**src/rtl/logic_op_issue.sv**
```systemverilog
// logic_op_issue: command FIFO in front of a combinational 4-bit logical
// unit, with a registered, back-pressurable result stage.
module logic_op_issue #(
  parameter int WIDTH = 4,
  parameter int DEPTH = 4,
  parameter int AW    = 2
) (
  input  logic             clk,
  input  logic             rst,
  input  logic             in_valid,
  output logic             in_ready,
  input  logic [WIDTH-1:0] in_A,
  input  logic [WIDTH-1:0] in_B,
  input  logic [1:0]       in_Opcode,
  output logic [WIDTH-1:0] op_A,
  output logic [WIDTH-1:0] op_B,
  output logic [1:0]       op_Opcode,
  input  logic [WIDTH-1:0] logical_in,
  output logic             out_valid,
  input  logic             out_ready,
  output logic [WIDTH-1:0] out_result,
  output logic [1:0]       out_Opcode,
  output logic             out_zero,
  output logic [AW:0]      fifo_count,
  output logic [15:0]      done_count
);

  typedef enum logic [0:0] {
    ST_EMPTY = 1'b0,
    ST_FULL  = 1'b1
  } state_t;

  localparam logic [AW:0] LP_DEPTH = (AW+1)'(DEPTH);

  // Command storage; contents are don't-care after reset.
  logic [WIDTH-1:0] r_mem_a  [DEPTH];
  logic [WIDTH-1:0] r_mem_b  [DEPTH];
  logic [1:0]       r_mem_op [DEPTH];

  logic [AW-1:0]    r_wr_ptr;
  logic [AW-1:0]    r_rd_ptr;
  logic [AW:0]      r_count;
  state_t           r_state;
  state_t           w_state_nxt;
  logic [WIDTH-1:0] r_result;
  logic [1:0]       r_res_op;
  logic             r_zero;
  logic [15:0]      r_done;

  logic w_push;
  logic w_fire;
  logic w_hs;
  logic w_out_valid;

  assign w_out_valid = (r_state == ST_FULL);
  // in_ready looks at registered occupancy only, never at a same-cycle pop.
  assign in_ready    = (r_count != LP_DEPTH);
  assign w_push      = in_valid && in_ready;
  assign w_fire      = (r_count != {(AW+1){1'b0}}) && (!w_out_valid || out_ready);
  assign w_hs        = w_out_valid && out_ready;

  assign out_valid   = w_out_valid;
  assign out_result  = r_result;
  assign out_Opcode  = r_res_op;
  assign out_zero    = r_zero;
  assign fifo_count  = r_count;
  assign done_count  = r_done;

  // Present the FIFO head to the logical unit, zeros when nothing is queued.
  always_comb begin
    op_A      = {WIDTH{1'b0}};
    op_B      = {WIDTH{1'b0}};
    op_Opcode = 2'b00;
    if (r_count != {(AW+1){1'b0}}) begin
      op_A      = r_mem_a[r_rd_ptr];
      op_B      = r_mem_b[r_rd_ptr];
      op_Opcode = r_mem_op[r_rd_ptr];
    end else begin
      op_A      = {WIDTH{1'b0}};
      op_B      = {WIDTH{1'b0}};
      op_Opcode = 2'b00;
    end
  end

  // Write accepted commands into storage.
  always_ff @(posedge clk) begin
    if (w_push) begin
      r_mem_a[r_wr_ptr]  <= in_A;
      r_mem_b[r_wr_ptr]  <= in_B;
      r_mem_op[r_wr_ptr] <= in_Opcode;
    end
  end

  // FIFO pointers and occupancy; pointers wrap naturally at DEPTH.
  always_ff @(posedge clk) begin
    if (rst) begin
      r_wr_ptr <= {AW{1'b0}};
      r_rd_ptr <= {AW{1'b0}};
      r_count  <= {(AW+1){1'b0}};
    end else begin
      if (w_push) r_wr_ptr <= r_wr_ptr + AW'(1);
      if (w_fire) r_rd_ptr <= r_rd_ptr + AW'(1);
      case ({w_push, w_fire})
        2'b10:   r_count <= r_count + (AW+1)'(1);
        2'b01:   r_count <= r_count - (AW+1)'(1);
        default: r_count <= r_count;
      endcase
    end
  end

  // Output register state.
  always_ff @(posedge clk) begin
    if (rst) begin
      r_state <= ST_EMPTY;
    end else begin
      r_state <= w_state_nxt;
    end
  end

  // Output register next state: load on fire, drain on handshake, else hold.
  always_comb begin
    w_state_nxt = r_state;
    case (r_state)
      ST_EMPTY: begin
        if (w_fire) w_state_nxt = ST_FULL;
        else        w_state_nxt = ST_EMPTY;
      end
      ST_FULL: begin
        if (w_fire)         w_state_nxt = ST_FULL;
        else if (out_ready) w_state_nxt = ST_EMPTY;
        else                w_state_nxt = ST_FULL;
      end
      default: w_state_nxt = ST_EMPTY;
    endcase
  end

  // Capture the logical unit's result; values hold when not firing.
  always_ff @(posedge clk) begin
    if (rst) begin
      r_result <= {WIDTH{1'b0}};
      r_res_op <= 2'b00;
      r_zero   <= 1'b0;
    end else if (w_fire) begin
      r_result <= logical_in;
      r_res_op <= r_mem_op[r_rd_ptr];
      r_zero   <= (logical_in == {WIDTH{1'b0}});
    end
  end

  // Count completed output handshakes, wrapping at 2^16.
  always_ff @(posedge clk) begin
    if (rst) begin
      r_done <= 16'd0;
    end else if (w_hs) begin
      r_done <= r_done + 16'd1;
    end
  end

endmodule

```
**config.mk**
```make
export PLATFORM = sky130hd
export DESIGN_NAME = logic_op_issue
export DESIGN_NICKNAME = d
export VERILOG_FILES = /design/src/rtl/logic_op_issue.sv
export SDC_FILE = /design/constraint.sdc
export NUM_CORES = 1
export LEC_CHECK = 0
export CORE_MARGIN = 1
export CORE_UTILIZATION = 55
export DETAILED_ROUTE_END_ITERATION = 8
export DONT_BUFFER_PORTS = 1
export GPL_TIMING_DRIVEN = 0
export PLACE_DENSITY = 0.68
export SLEW_MARGIN = 20
export SYNTH_ARGS = -nofsm -noshare
export SYNTH_HDL_FRONTEND = slang
export SYNTH_SLANG_ARGS = --single-unit
```
**constraint.sdc**
```tcl
create_clock -name clk -period 7.19 [get_ports clk]
set_clock_uncertainty 0.15 [all_clocks]
set_input_delay 1.0785 -clock clk [delete_from_list [all_inputs] [get_ports clk]]
set_output_delay 1.0785 -clock clk [all_outputs]
set_load 0.05 [all_outputs]
```
==> results.toml <==
[global_route]
grt_max_degree = 12
busiest_layer = "met2"
overflow = 0
grt_pass1_vias = 1662
grtUsageMet2_pct = 32.5
grtUsageTotal_pct = 19.8
grt_pass1_wl_mm = 7.73
met1_usage_pct = 23.1
grtUsageMet3_pct = 7.80
antenna_found_initial = 0

[cts]
cts_tree = "built"
cts_setup_buffers = 0
cts_hold_buf = 0
htreeDepth = 3
cts.root.buffer_cell = "clkbuf_8"
clk_pin_slew_worst_paths_ns = 0.07
cts_resized = 0
numCtsBuffers = 9
cts_sinks = 73
clock_latency_ns = 0.34
clockBufferDepth = 2

[logic_synthesis]
seq_area_frac_synth_pct = 62.9
synthFlopType = "edfxtp_1"
synth_edf_count = 40
synth_area_leaders = "edfxtp_1 41%, dfxtp_1 22%, mux4_2 7.6%, nor2_1 3.3%, xor2_1 2.7%"
yosys_warnings = 0
yosysTopAreaCellShare_pct = 40.6
syn_inst = 220
synthesis.area_mm2 = 0.00296
yosys_register_bits = 73
synth.distinct_cells = 35
synth_fp_nets = 245
syn_area_per_cell_um2 = 13.5
async_flop_share_pct = 0
synth_top_cell_by_area = "edfxtp_1"

[finish]
fin_area_mm2 = 0.00325
fin_util_pct = 63.2
diodes = 0
fin_nets = 256
layout_common_cells = "40 x edfxtp_1, 33 x dfxtp_1, 26 x nor2_1, 11 x nor2b_1"
instances_no_fill = 306
final_common_cell = "edfxtp_1"
fill_cells = 415
drive_gt1_share_pct = 12.7
area_growth_pct = 9.81

[power]
p_total_mw = 1.35
ir_drop_v = 0.000277
p_per_area_mw_per_mm2 = 417
p_leak_nw = 1.12

[run_status]
status = "finished, final reports clean"

[run]
drv_cap = 0

[die]
pin_count = 56
start_util_pct = 57.6
rows = 26
die_area_mm2 = 0.00568
die_y_um = 75.4
core_area_mm2 = 0.00514
die_x_um = 75.4

[timing]
post-route-period-util_pct = 50.2
rsz0062_at_grt = "false"
timing.final.crit_period_ns = 3.61
setup_tns_ns = 0
fin_ws_ns = 3.58
tightestPinTransition_ns = 0.982
hold-worst-slack_ns = 0.369
max_freq_ghz = 0.277
slew_headroom_pct = 34.4
slew_viol_final = 0
final-hold-violation-count = 0
finalSetupViolCount = 0

[place]
place_inst = 290
port_buffers = 0
gp_congestion = 0.694
preCtsSetupSlack_ns = 3.91
hpwl_mm = 3.75
placed_cell_area_mm2 = 0.00305

[setup_path]
start_kind = "flip-flop"
r2r_slack_ns = 3.94
required_ns = 5.96
arrival_ns = 2.38
reg2reg_from = "fifo_count[2]"
reg2reg_depth = 9
crit_fanout = 10
end_kind = "primary output"
worstSetupPathType = "flip-flop to primary output"
rr_endpoint = "fifo_count[2]"

[routing]
ant_nets = 0
wl_mm = 5.32
num_vias = 1713
vias_per_cell = 5.60
drt_iter0_drc = 69
wl_per_cell_um = 17.4
drc = 0
drt_first_pass_iters = 4

[min_path]
holdPathStages = 2
min_from = "r_wr_ptr[1]"
hold_end = "r_wr_ptr[1]"
hold_class = "flip-flop to flip-flop"
-- worst max path at each step --
stage,start,to,slack [ns],cells past startpoint
CTS,fifo_count[0],op_Opcode[0],3.53,3
detailed placement,fifo_count[0],op_Opcode[0],3.91,3
global placement,fifo_count[0],op_Opcode[0],3.92,3
floorplan,fifo_count[2],fifo_count[2],4.15,9
global route,fifo_count[2],op_Opcode[0],3.43,3
finish,fifo_count[2],op_Opcode[0],3.58,3
-- worst max-delay path, stage by stage, from the launching register on --
cell and delay [ns]:
dfxtp_1 0.71, nor3_1 0.22, clkbuf_1 0.29, nor2b_1 0.83
-- sequential cells by signal, summed over array words and instances (netlist names), named ones only --
| register | flops |
|---|---|
| r_mem_op | 8 |
| r_rd_ptr | 2 |
| out_zero | 1 |
| done_count | 16 |
| out_Opcode | 2 |
| out_valid | 1 |
| fifo_count | 3 |
| r_mem_b | 16 |
| r_mem_a | 16 |
| r_wr_ptr | 2 |
| out_result | 4 |
-- synth_stat cells (all sizes together), types with 6 or more instances --
master / count
xor2: 9
nor2b: 11
inv: 6
a21oi: 8
nand2: 10
dfxtp: 33
mux2i: 7
xnor2: 8
edfxtp: 40
nor2: 26
mux4: 10
and3: 6
ha: 6
-- cells by family (layout without fill, tap and decap cells) --
logic type / count (synthesis) / count (layout) / share of synthesized area, %
adder cells (fa/ha/maj): 7 / 7 / 3.21
XOR/XNOR: 17 / 17 / 5.03
flip-flops: 73 / 73 / 62.9
AO/OA/AOI/OAI: 12 / 12 / 2.11
multiplexers: 17 / 17 / 9.97
AND/OR/NAND/NOR: 80 / 80 / 14.9
buffers and inverters: 14 / 30 / 1.90
-- final cells by class --
type	instances	area, µm²	share of cell area (%)
Buffer	8	33.8	1.04
Clock buffer	12	135	4.16
Clock inverter	4	67.6	2.08
Inverter	6	22.5	0.693
Multi-Input combinational cell	133	1040	32.1
Sequential cell	73	1860	57.3
Tap cell	70	87.6	2.69
-- power breakdown --
part	switching [mW]	total, mW	internal (mW)
clock	0.136	0.330	0.194
sequential	0.116	0.617	0.501
combinational	0.281	0.408	0.127
total	0.533	1.35	0.821
-- per-layer routing --
metal	vias up	part of all wire (%)
met2	50	53
met4	0	1.6
met3	8	6.9
met5	-	0
li1	810	-
met1	845	39
No activity file was read; power rests on OpenSTA's default activity.
==> variant (same settings) <==
Reset style: asynchronous (`rst`), changed in 4 clocked blocks.
--- a/src/rtl/logic_op_issue.sv
+++ b/src/rtl/logic_op_issue.sv
@@ -92,7 +92,7 @@
   end
 
   // FIFO pointers and occupancy; pointers wrap naturally at DEPTH.
-  always_ff @(posedge clk) begin
+  always_ff @(posedge clk or posedge rst) begin
     if (rst) begin
       r_wr_ptr <= {AW{1'b0}};
       r_rd_ptr <= {AW{1'b0}};
@@ -109,7 +109,7 @@
   end
 
   // Output register state.
-  always_ff @(posedge clk) begin
+  always_ff @(posedge clk or posedge rst) begin
     if (rst) begin
       r_state <= ST_EMPTY;
     end else begin
@@ -135,7 +135,7 @@
   end
 
   // Capture the logical unit's result; values hold when not firing.
-  always_ff @(posedge clk) begin
+  always_ff @(posedge clk or posedge rst) begin
     if (rst) begin
       r_result <= {WIDTH{1'b0}};
       r_res_op <= 2'b00;
@@ -148,7 +148,7 @@
   end
 
   // Count completed output handshakes, wrapping at 2^16.
-  always_ff @(posedge clk) begin
+  always_ff @(posedge clk or posedge rst) begin
     if (rst) begin
       r_done <= 16'd0;
     end else if (w_hs) begin
Check against the original RTL: differs if rst is asserted again (counterexample within 4 cycles, from zero or initial values and one cycle with rst high); with rst held inactive, the same outputs for 10 cycles.
==> variant against the unedited design <==
Synthesized cell count is 18% lower. Fmax is 0.47% higher. Synthesized area is 0.25% lower. Routed wire length is 8.7% lower. Worst hold slack better by 0.072 ns. Die area is 0.25% lower. Design area is 0.77% higher. Total power is 21% higher. Sequential cell count is 2 lower. Register-to-register slack better by 0.15 ns. Worst setup slack better by 0.017 ns. Largest cell class unchanged. Highest routed layer unchanged.
==> variant: results (changes against the unedited design) <==
- iteration-0 DRC count of the detailed router: 78, +13%
- routability cong.: 0.659, -5.0%
- Synth async-reset ratio: 43.7%, +44 points
- number of instances in the placed design: 250, -14%
- maximum number of pins on one net before global-route repair: 32, +20
- total leakage power: 1.27 nW, +13%
- cell types with the largest area share after synthesis: sky130_fd_sc_hd__edfxtp_1 41%, sky130_fd_sc_hd__dfrtp_1 26%, sky130_fd_sc_hd__mux4_2 7.6%
- actual transition at the worst max-transition pin: 0.988 ns, +0.00647 ns
- Max VDD drop: 283 uV, +2.2%
- total number of nets in the final design: 216, -16%
- worst slack at placement: 3.91 ns, +0.00183 ns
- Post-Synth Adder-Cell Area: 3.22%, +0.0082 points
- vias after detailed routing: 1463, -15%
- count of filler cells inserted in the layout: 394, -5.1%
- startpoint of the most critical register-to-register path: fifo_count[2]$_DFFE_PP0P_
- beginning of the worst hold path: r_wr_ptr[1]$_DFFE_PP0P_
- run status: completed
- XOR/XNOR share of the synthesized area: 6.23%, +1.2 points
- count of non-filler cells in the finished layout: 266, -13%
- post-synth net total: 205, -16%
- switching component of the power: 0.704 mW, +32%
- per-cell routed wire length: 18.3 um, +5.0%
- wire length of the first global-routing pass: 7.51 mm, -2.8%
- Hold Path Stages: 1, -1
- Distinct cells, synth: 30, -14%
- capture point of the worst reg-to-reg path: fifo_count[2]$_DFFE_PP0P_
- fraction of final layout cells with drive strength greater than 1: 22.4%, +9.7 points
==> variant: cell types whose count changed in the layout (fill, tap and decap cells not counted), moves of 5 or more <==
cell                       before  now
sky130_fd_sc_hd__a21oi_1        8    0
sky130_fd_sc_hd__mux2_2         0    9
sky130_fd_sc_hd__nor2_1        26    4
sky130_fd_sc_hd__clkbuf_1       8    1
sky130_fd_sc_hd__dfxtp_1       33    0
sky130_fd_sc_hd__dfrtp_1        0   31
sky130_fd_sc_hd__inv_1          6   11
sky130_fd_sc_hd__xnor2_1        8   15
sky130_fd_sc_hd__mux2i_1        7    1
==> variant: cells by family (layout without fill, tap and decap cells) <==
kind of cell               after synthesis  after routing
adders and majority gates                7              7
DFF                                     71             71
AOI/OAI and AO/OA                        2              2
buffers and inverters                   15             31
xor gates and xnor gates                21             21
and+or+nand+nor                         44             44
muxes                                   20             20
==> variant: worst max-delay path by stage <==
| stage | slack [ns] | to | start | cells past startpoint |
|---|---|---|---|---|
| 3_3_place_gp | 3.92 | op_Opcode[1] | fifo_count[0]$_DFFE_PP0P_ | 3 |
| 5_1_grt | 3.47 | op_Opcode[1] | fifo_count[0]$_DFFE_PP0P_ | 3 |
| 2_1_floorplan | 4.20 | op_A[0] | fifo_count[0]$_DFFE_PP0P_ | 3 |
| 4_1_cts | 3.53 | op_Opcode[1] | fifo_count[0]$_DFFE_PP0P_ | 3 |
| 6_report | 3.60 | op_Opcode[1] | fifo_count[0]$_DFFE_PP0P_ | 3 |
| 3_5_place_dp | 3.91 | op_Opcode[1] | fifo_count[0]$_DFFE_PP0P_ | 3 |
==> variant: power by group through the flow <==
stage | combinational, mW | clock (mW) | sequential [mW]
floorplan | 0.445 | 0 | 0.753
global placement | 0.495 | 0 | 0.767
detailed placement | 0.511 | 0 | 0.775
CTS | 0.513 | 0.378 | 0.765
global route | 0.543 | 0.395 | 0.779
finish | 0.505 | 0.368 | 0.763
==> variant: layout make-up <==
cell class              instances  share of cell area [%]
clock inverters                 7                    3.40
well taps                      70                    2.67
clock buffers                   9                    3.78
multi-input cells              94                    27.9
inverters                      12                    1.38
flip-flops and latches         71                    60.4
plain buffers                   3                   0.497
==> variant: per-layer routing <==
layer  GRT usage (%)  wire [um]  up-vias
li1                -          -      675
met1            24.1       2040      742
met2            30.6       2480       40
met3            5.35        295        6
met4            9.88         42        0
met5               0          0        -
